File: src/rtl/rv32i_fetch.sv
// Purpose : RV32I instruction fetch stage; owns the PC, issues one word request at a
//           time to instruction memory, and hands the returned instruction to the datapath.
// Latency : min 3 cycles per instruction (REQ, WAIT with immediate rvalid, HOLD with ready).
// Backpressure: the instruction is held stable in HOLD until inst_ready; no request is issued meanwhile.
//
// Ports:
//   clk, reset                 - rising-edge clock, asynchronous active-high reset
//   imem_req / imem_addr       - request strobe (accepted the cycle it is high) and word address (= pc)
//   imem_rvalid / imem_rdata   - instruction memory response
//   redirect / redirect_pc     - taken branch/jump target from the datapath
//   inst_valid / inst_ready    - hold-register handshake towards the datapath
//   inst / inst_pc             - held instruction (NOP when not valid) and its PC
//   fault                      - sticky misaligned-redirect flag; fetch halts until reset
//   inst_count                 - count of consumed instructions, wraps modulo 2^32
module rv32i_fetch #(
    parameter logic [31:0] RESET_PC = 32'h0000_0000,
    parameter logic [31:0] NOP      = 32'h0000_0013
) (
    input  logic        clk,
    input  logic        reset,
    output logic        imem_req,
    output logic [31:0] imem_addr,
    input  logic        imem_rvalid,
    input  logic [31:0] imem_rdata,
    input  logic        redirect,
    input  logic [31:0] redirect_pc,
    output logic        inst_valid,
    input  logic        inst_ready,
    output logic [31:0] inst,
    output logic [31:0] inst_pc,
    output logic        fault,
    output logic [31:0] inst_count
);

    typedef enum logic [1:0] {
        S_REQ  = 2'd0,
        S_WAIT = 2'd1,
        S_HOLD = 2'd2,
        S_HALT = 2'd3
    } state_t;

    state_t      r_state;
    logic [31:0] r_pc;
    logic        r_kill;
    logic        r_inst_valid;
    logic [31:0] r_inst;
    logic [31:0] r_inst_pc;
    logic        r_fault;
    logic [31:0] r_inst_count;

    state_t      w_state_nxt;
    logic [31:0] w_pc_nxt;
    logic        w_kill_nxt;
    logic        w_inst_valid_nxt;
    logic [31:0] w_inst_nxt;
    logic [31:0] w_inst_pc_nxt;
    logic        w_fault_nxt;
    logic [31:0] w_inst_count_nxt;
    logic        w_misaligned;

    assign w_misaligned = (redirect_pc[1:0] != 2'b00);

    always_comb begin
        w_state_nxt      = r_state;
        w_pc_nxt         = r_pc;
        w_kill_nxt       = r_kill;
        w_inst_valid_nxt = r_inst_valid;
        w_inst_nxt       = r_inst;
        w_inst_pc_nxt    = r_inst_pc;
        w_fault_nxt      = r_fault;
        w_inst_count_nxt = r_inst_count;

        case (r_state)
            S_REQ: begin
                w_state_nxt = S_WAIT;
                if (redirect) begin
                    w_pc_nxt = redirect_pc;
                    if (w_misaligned) begin
                        // The request just issued will answer into HALT, where rvalid is ignored.
                        w_fault_nxt = 1'b1;
                        w_kill_nxt  = 1'b0;
                        w_state_nxt = S_HALT;
                    end else begin
                        // Response for the old pc is already on its way; mark it for dropping.
                        w_kill_nxt = 1'b1;
                    end
                end
            end

            S_WAIT: begin
                if (redirect) begin
                    w_pc_nxt = redirect_pc;
                    if (w_misaligned) begin
                        w_fault_nxt = 1'b1;
                        w_kill_nxt  = 1'b0;
                        w_state_nxt = S_HALT;
                    end else if (imem_rvalid) begin
                        // Stale data arriving with the redirect is dropped and the new pc fetched.
                        w_kill_nxt  = 1'b0;
                        w_state_nxt = S_REQ;
                    end else begin
                        w_kill_nxt = 1'b1;
                    end
                end else if (imem_rvalid) begin
                    if (r_kill) begin
                        w_kill_nxt  = 1'b0;
                        w_state_nxt = S_REQ;
                    end else begin
                        w_inst_nxt       = imem_rdata;
                        w_inst_pc_nxt    = r_pc;
                        w_inst_valid_nxt = 1'b1;
                        w_state_nxt      = S_HOLD;
                    end
                end
            end

            S_HOLD: begin
                // Redirect wins over consumption: the held instruction is on the wrong path.
                if (redirect) begin
                    w_pc_nxt         = redirect_pc;
                    w_inst_valid_nxt = 1'b0;
                    w_inst_nxt       = NOP;
                    if (w_misaligned) begin
                        w_fault_nxt = 1'b1;
                        w_state_nxt = S_HALT;
                    end else begin
                        w_state_nxt = S_REQ;
                    end
                end else if (inst_ready) begin
                    w_pc_nxt         = r_pc + 32'd4;
                    w_inst_valid_nxt = 1'b0;
                    w_inst_nxt       = NOP;
                    w_inst_count_nxt = r_inst_count + 32'd1;
                    w_state_nxt      = S_REQ;
                end
            end

            S_HALT: begin
                // Terminal until reset: redirects and responses are ignored.
            end

            default: begin
                w_state_nxt = S_REQ;
            end
        endcase
    end

    always_ff @(posedge clk or posedge reset) begin
        if (reset) begin
            r_state      <= S_REQ;
            r_pc         <= RESET_PC;
            r_kill       <= 1'b0;
            r_inst_valid <= 1'b0;
            r_inst       <= NOP;
            r_inst_pc    <= RESET_PC;
            r_fault      <= 1'b0;
            r_inst_count <= 32'd0;
        end else begin
            r_state      <= w_state_nxt;
            r_pc         <= w_pc_nxt;
            r_kill       <= w_kill_nxt;
            r_inst_valid <= w_inst_valid_nxt;
            r_inst       <= w_inst_nxt;
            r_inst_pc    <= w_inst_pc_nxt;
            r_fault      <= w_fault_nxt;
            r_inst_count <= w_inst_count_nxt;
        end
    end

    assign imem_req   = (r_state == S_REQ);
    assign imem_addr  = r_pc;
    assign inst_valid = r_inst_valid;
    assign inst       = r_inst;
    assign inst_pc    = r_inst_pc;
    assign fault      = r_fault;
    assign inst_count = r_inst_count;

endmodule

File: config.mk
export PLATFORM = sky130hd
export DESIGN_NAME = rv32i_fetch
export DESIGN_NICKNAME = d
export VERILOG_FILES = /design/src/rtl/rv32i_fetch.sv
export SDC_FILE = /design/constraint.sdc
export NUM_CORES = 1
export LEC_CHECK = 0
export ABC_AREA = 1
export CORE_UTILIZATION = 48
export DETAILED_ROUTE_END_ITERATION = 8
export PLACE_DENSITY = 0.84
export SLEW_MARGIN = 20
export SYNTH_ARGS = -nofsm -noshare
export SYNTH_HDL_FRONTEND = slang
export SYNTH_SLANG_ARGS = --single-unit
File: constraint.sdc
create_clock -name clk -period 6 [get_ports clk]
set_clock_uncertainty 0.1 [all_clocks]
set_input_delay 1.8 -clock clk [delete_from_list [all_inputs] [get_ports clk]]
set_output_delay 1.8 -clock clk [all_outputs]
set_load 0.02 [all_outputs]
Yosys cells after proc, flatten, opt, wreduce, memory -nomap -nowiden:

Index checks and enable logic that the tools add are counted.

* equality and inequality tests: 10
* add/sub/neg operators: 2
* bitwise logic cells: 2
* muxes and demuxes: 34
* reduce and logical (&&, ||, !) cells: 15

Operators by type and width (number)
* $mux 32: 8
* $pmux 32 s2: 2
* $add 32x1->32 const B: 1
* $add 32x3->32 const B: 1
* $mux 2: 10
* $reduce_and 3->1: 4
* $mux 1: 11
* $ne 3x3->1 const B: 3
* $reduce_and 4->1: 2
* $reduce_bool 2->1: 4
* $ne 2x2->1 const B: 3
* $pmux 2 s3: 1
* $reduce_and 5->1: 1
* $ne 2x1->1 const B: 2
* $pmux 1 s2: 2
* $reduce_bool 3->1: 1
* $reduce_or 3->1: 1
* $eq 2x1->1 const B: 1
* $eq 2x2->1 const B: 1
* $logic_not 2->1: 1
* $not 1->1: 2
* $reduce_or 2->1: 1

* input port bits: 69
* logic and storage cells: 71
* bits in registers: 133

Longest topological paths before layout:

* depth after elaboration: 4
* depth in mapped cells: 12
* gate-level depth less buffers: 11

Worst setup path after synthesis:

No wires, ideal clock.

* path type: input port to flip-flop
* from: input port redirect
* to: register r_inst_count[24] (netlist: inst_count[24])
* setup slack: 3001 ps
* setup time: 117 ps
* stages on the path: 9
* arrival time: 2781 ps
* path through: buf_2 -> nor2_4 -> nand2_2 -> nor2_4 -> nand3_1 -> nor2_2 -> nand2_1 -> nand2_1 -> nand2_1

* cells in the longest elaborated chain, start to end: 2

Ends and longest elaborated chain
* start, declared: RTL line 25 `input logic redirect,`
* $not 1->1 (no line)
* $reduce_and 3->1 (no line)
* end signal, assigned: RTL line 166 `r_inst_count <= w_inst_count_nxt;`
* end, declared: RTL line 49 `logic [31:0] r_inst_count;`

Every way passes these cells.
A chain may end at the register's enable or synchronous reset.

Final worst setup path:

* from: input port redirect
* to: register r_inst[4] (netlist: inst[4])

* cells in the longest elaborated chain, start to end: 2
* elaborated cells on any way between the ends: 5

Ends and longest elaborated chain
* $ne 3x3->1 (no line) (tied with other cells)
* $reduce_and 5->1 (no line) or $pmux 32 s2 (tied branches)
* end signal, assigned: RTL line 163 `r_inst <= w_inst_nxt;`
* end, declared: RTL line 46 `logic [31:0] r_inst;`

Several ways; a longest one is shown, not always the timed one.

==> out/summary.txt <==
WORST SETUP PATH
-------------------------------------------------------------------------------------------
Data arrival at the endpoint of the critical path                                   4.18 ns
Worst Path Required                                                                 6.24 ns
Path depth of the worst reg2reg path                                                     13
Worst-path fanout max                                                                    52
Launching point of the worst reg2reg path                                      r_state[0]$_DFFE_PP0P_
Endpoint type of the worst setup path                                              register
Critical path type                                                             primary input to register
Worst reg2reg endpoint                                                         inst[4]$_DFFE_PP1P_
Critical Path Start Type                                                       primary input
Flop2flop setup slack                                                               3.26 ns

PLACE
-------------------------------------------------------------------------------------------
Detailed placement HPWL                                                             13.5 mm
Placed Instance Area                                                              8890 um^2
Routability cong.                                                                     0.944
Placed Cells                                                                           1221
I/O Buffers                                                                             199

FLOORPLANNING
-------------------------------------------------------------------------------------------
Die H                                                                                121 um
Overall die area                                                                 14500 um^2
Core area                                                                        13500 um^2
Starting utilization of the core area                                                 0.501
Die extent in x                                                                      121 um
Number of rows created at floorplan                                                      42
Top-Level Pins                                                                          200

POWER
-------------------------------------------------------------------------------------------
Peak supply drop                                                                   0.305 mV
Leakage dissipation                                                              0.00436 uW
Power density over the cells                                                    516 nW/um^2
Power Total                                                                         4930 uW

FLOW RUN
-------------------------------------------------------------------------------------------
Max cap viols                                                                             0

OUTCOME
-------------------------------------------------------------------------------------------
Run status                                                                     complete, no violations

GLOBAL ROUTING
-------------------------------------------------------------------------------------------
Wire length of the first global-routing pass                                        30.7 mm
Total grt overflow                                                                        0
Maximum number of pins on one net before global-route repair                             77
Global-route usage over all layers                                                    0.271
Vias in the first global route                                                         6087
Antenna violations before repair                                                          0

TIMING
-------------------------------------------------------------------------------------------
Count of endpoints failing hold in the final timing report                                0
Final slew viol count                                                                     0
Least-Margin Pin Slew                                                              0.931 ns
Setup-failing EPs final                                                                   0
Setup_tns                                                                              0 ns
Unrepaired setup endpoints after global routing                                          no
Highest clock rate                                                                  254 MHz
Post-route minimum period                                                           3.94 ns
Ratio of final minimum period to clock period                                         0.656
Normalized max-slew margin                                                            0.379

CLOCK NETWORK
-------------------------------------------------------------------------------------------
Deepest level of the CTS H-tree                                                           4
Clock transition at the registers of the reported paths                             0.06 ns
Clock buffer count from CTS                                                              17
Post-CTS Setup Inserts                                                                    0
Number of hold buffers added after CTS                                                    0
Longest Clk Path Bufs                                                                     2
Post-cts sizing count                                                                     0
Root buffer selected by CTS                                                       clkbuf_16
Clock network latency to the later pin of the worst-skew pair                       0.42 ns
Number of clock sinks                                                                   133
Clock tree from TritonCTS                                                              done

SYNTH
-------------------------------------------------------------------------------------------
Synth top cells by count                                                       nand2_1 (277), dfrtp_1 (130), nor2_1 (122)
Cells after synthesis                                                                   866
Most common flop cell mapped by yosys                                               dfrtp_1
Cell taking the most area after synthesis                                           dfrtp_1
Post-synth design cell area                                                       6740 um^2
Synthesis Warnings                                                                        0
Biggest area contributors in the synthesized netlist                           dfrtp_1 (48%), nand2_1 (15%), nor2_1 (6.8%), o21ai_0 (4.8%), inv_1 (4.5%)
Seq/Total Area, Yosys                                                                 0.494
Synth Net Count                                                                         941
Fraction of registers with async set or reset after synthesis                          1.00
Flip-flop and latch count after synthesis                                               133
Number of enable-type register cells in the synthesized netlist                           0
Synth top area share                                                                  0.482
Synth Area per Inst                                                               7.79 um^2
Count of unique library cells instantiated by Yosys                                      35
Most numerous cell in the Yosys netlist                                             nand2_1

MIN PATH
-------------------------------------------------------------------------------------------
Hold path startpoint                                                           fault$_DFFE_PP0P_
Hold-critical path depth                                                                  1
Endpoint, Worst Hold                                                           fault$_DFFE_PP0P_
Min-Delay Path Class                                                           register to register

CELLS AND AREA
-------------------------------------------------------------------------------------------
Post-layout instance count excluding filler cells                                      1253
Number of fill cells in the layout                                                     1071
Share of cells above drive strength 1                                                0.0585
Diode count                                                                               0
Combined flip-flop and latch cell area                                            3330 um^2
Net total in the final layout                                                          1139
Area added between synthesis and finish                                               41.5%
Summed area of non-filler cells in the final layout                               9540 um^2
Area of combinational cells with multiple inputs                                  2980 um^2

DETAILED ROUTING
-------------------------------------------------------------------------------------------
Via-to-Cell Ratio                                                                      5.20
Number of iterations in the first detailed-routing pass                                   7
Antenna Violating Nets Remaining                                                          0
Number of design-rule violations left by the first detailed-router iteration            467
Total number of vias                                                                   6513
Detailed-route DRC error count                                                            0
Avg WL per Cell                                                                     15.1 um
Routed WL                                                                           19.0 mm

==> layer usage <==
layer  vias up  GRT usage  part of all wire
met5         -          0                 0
met4         0     0.0910             0.015
met3        32     0.0467             0.068
met2       288      0.452              0.48
met1      3017      0.359              0.44
li1       3176          -                 -
==> final cells by class <==
class	count	area share
Sequential cell	133	0.349
Multi-Input combinational cell	624	0.312
Timing Repair Buffer	205	0.215
Clock buffer	19	0.0464
Inverter	83	0.0329
Tap cell	176	0.0231
Clock inverter	13	0.0215
==> critical path, cell delays in order <==
cell	delay (ns)
clkdlybuf4s50_1	0.58
nor2_4	0.20
buf_4	0.47
nand2_1	0.13
nand2_1	0.10
buf_4	0.32
nor2_2	0.05
buf_4	0.24
inv_2	0.11
nor2_1	0.05
nor2_1	0.12
==> logic make-up (layout without fill, tap and decap cells) <==
family	Yosys count	in the layout	synth area share
AO/OA/AOI/OAI	119	119	0.109
XOR/XNOR	17	17	0.0221
adder cells (fa/ha/maj)	6	6	0.0111
buffers and inverters	109	320	0.0651
flip-flops	133	133	0.494
multiplexers	4	4	0.00668
AND/OR/NAND/NOR	478	478	0.292
==> cells in the final DEF, fill, tap and decap left out, drive strengths merged <==
cell type and count:
a22o 29, o21a 2, nand2 280, buf 6, dfstp 3, clkbuf 19
a31oi 2, inv 83, nand4 6, clkinv 5, a21oi 9, dfrtp 130
mux2 4, clkinvlp 3, and2 1, nand3b 8, ha 6, o21ai 66
nor4 1, or2 2, o21bai 1, xnor2 9, clkdlybuf4s50 199, nor2 130
o22ai 5, xor2 8, bufinv 5, o211ai 1, nor3 6, nand3 44
a22oi 4
==> per-stage QoR <==
stage               hold slack (ns)  worst slack (ns)   util
global placement              0.366              1.76  0.661
CTS                           0.381              2.07  0.709
finish                        0.374              2.06  0.709
global route                  0.400              1.86  0.709
detailed placement            0.369              1.67  0.661
floorplan                     0.424             0.551      -
==> report_power, final <==
part	internal [uW]	switching, uW	total, uW
clock network	746	392	1140
registers	1250	323	1570
logic	978	1240	2210
total	2980	1950	4930
==> sequential cells by signal, summed over array words and instances, names as in the netlist <==
register,count
imem_addr,32
inst,32
inst_count,32
inst_pc,32
r_state,2
fault,1
inst_valid,1
r_kill,1
==> worst max path at each step <==
| stage | start | to | slack (ns) | depth (start not counted) |
|---|---|---|---|---|
| floorplan | reset | fault$_DFFE_PP0P_ | 0.55 | 1 |
| global placement | redirect | inst[29]$_DFFE_PP0P_ | 1.76 | 9 |
| detailed placement | redirect | inst[31]$_DFFE_PP0P_ | 1.67 | 9 |
| CTS | redirect | inst[4]$_DFFE_PP1P_ | 2.07 | 11 |
| global route | redirect | inst[1]$_DFFE_PP1P_ | 1.86 | 11 |
| finish | redirect | inst[4]$_DFFE_PP1P_ | 2.06 | 11 |
Power figures use the tool's default switching activity.
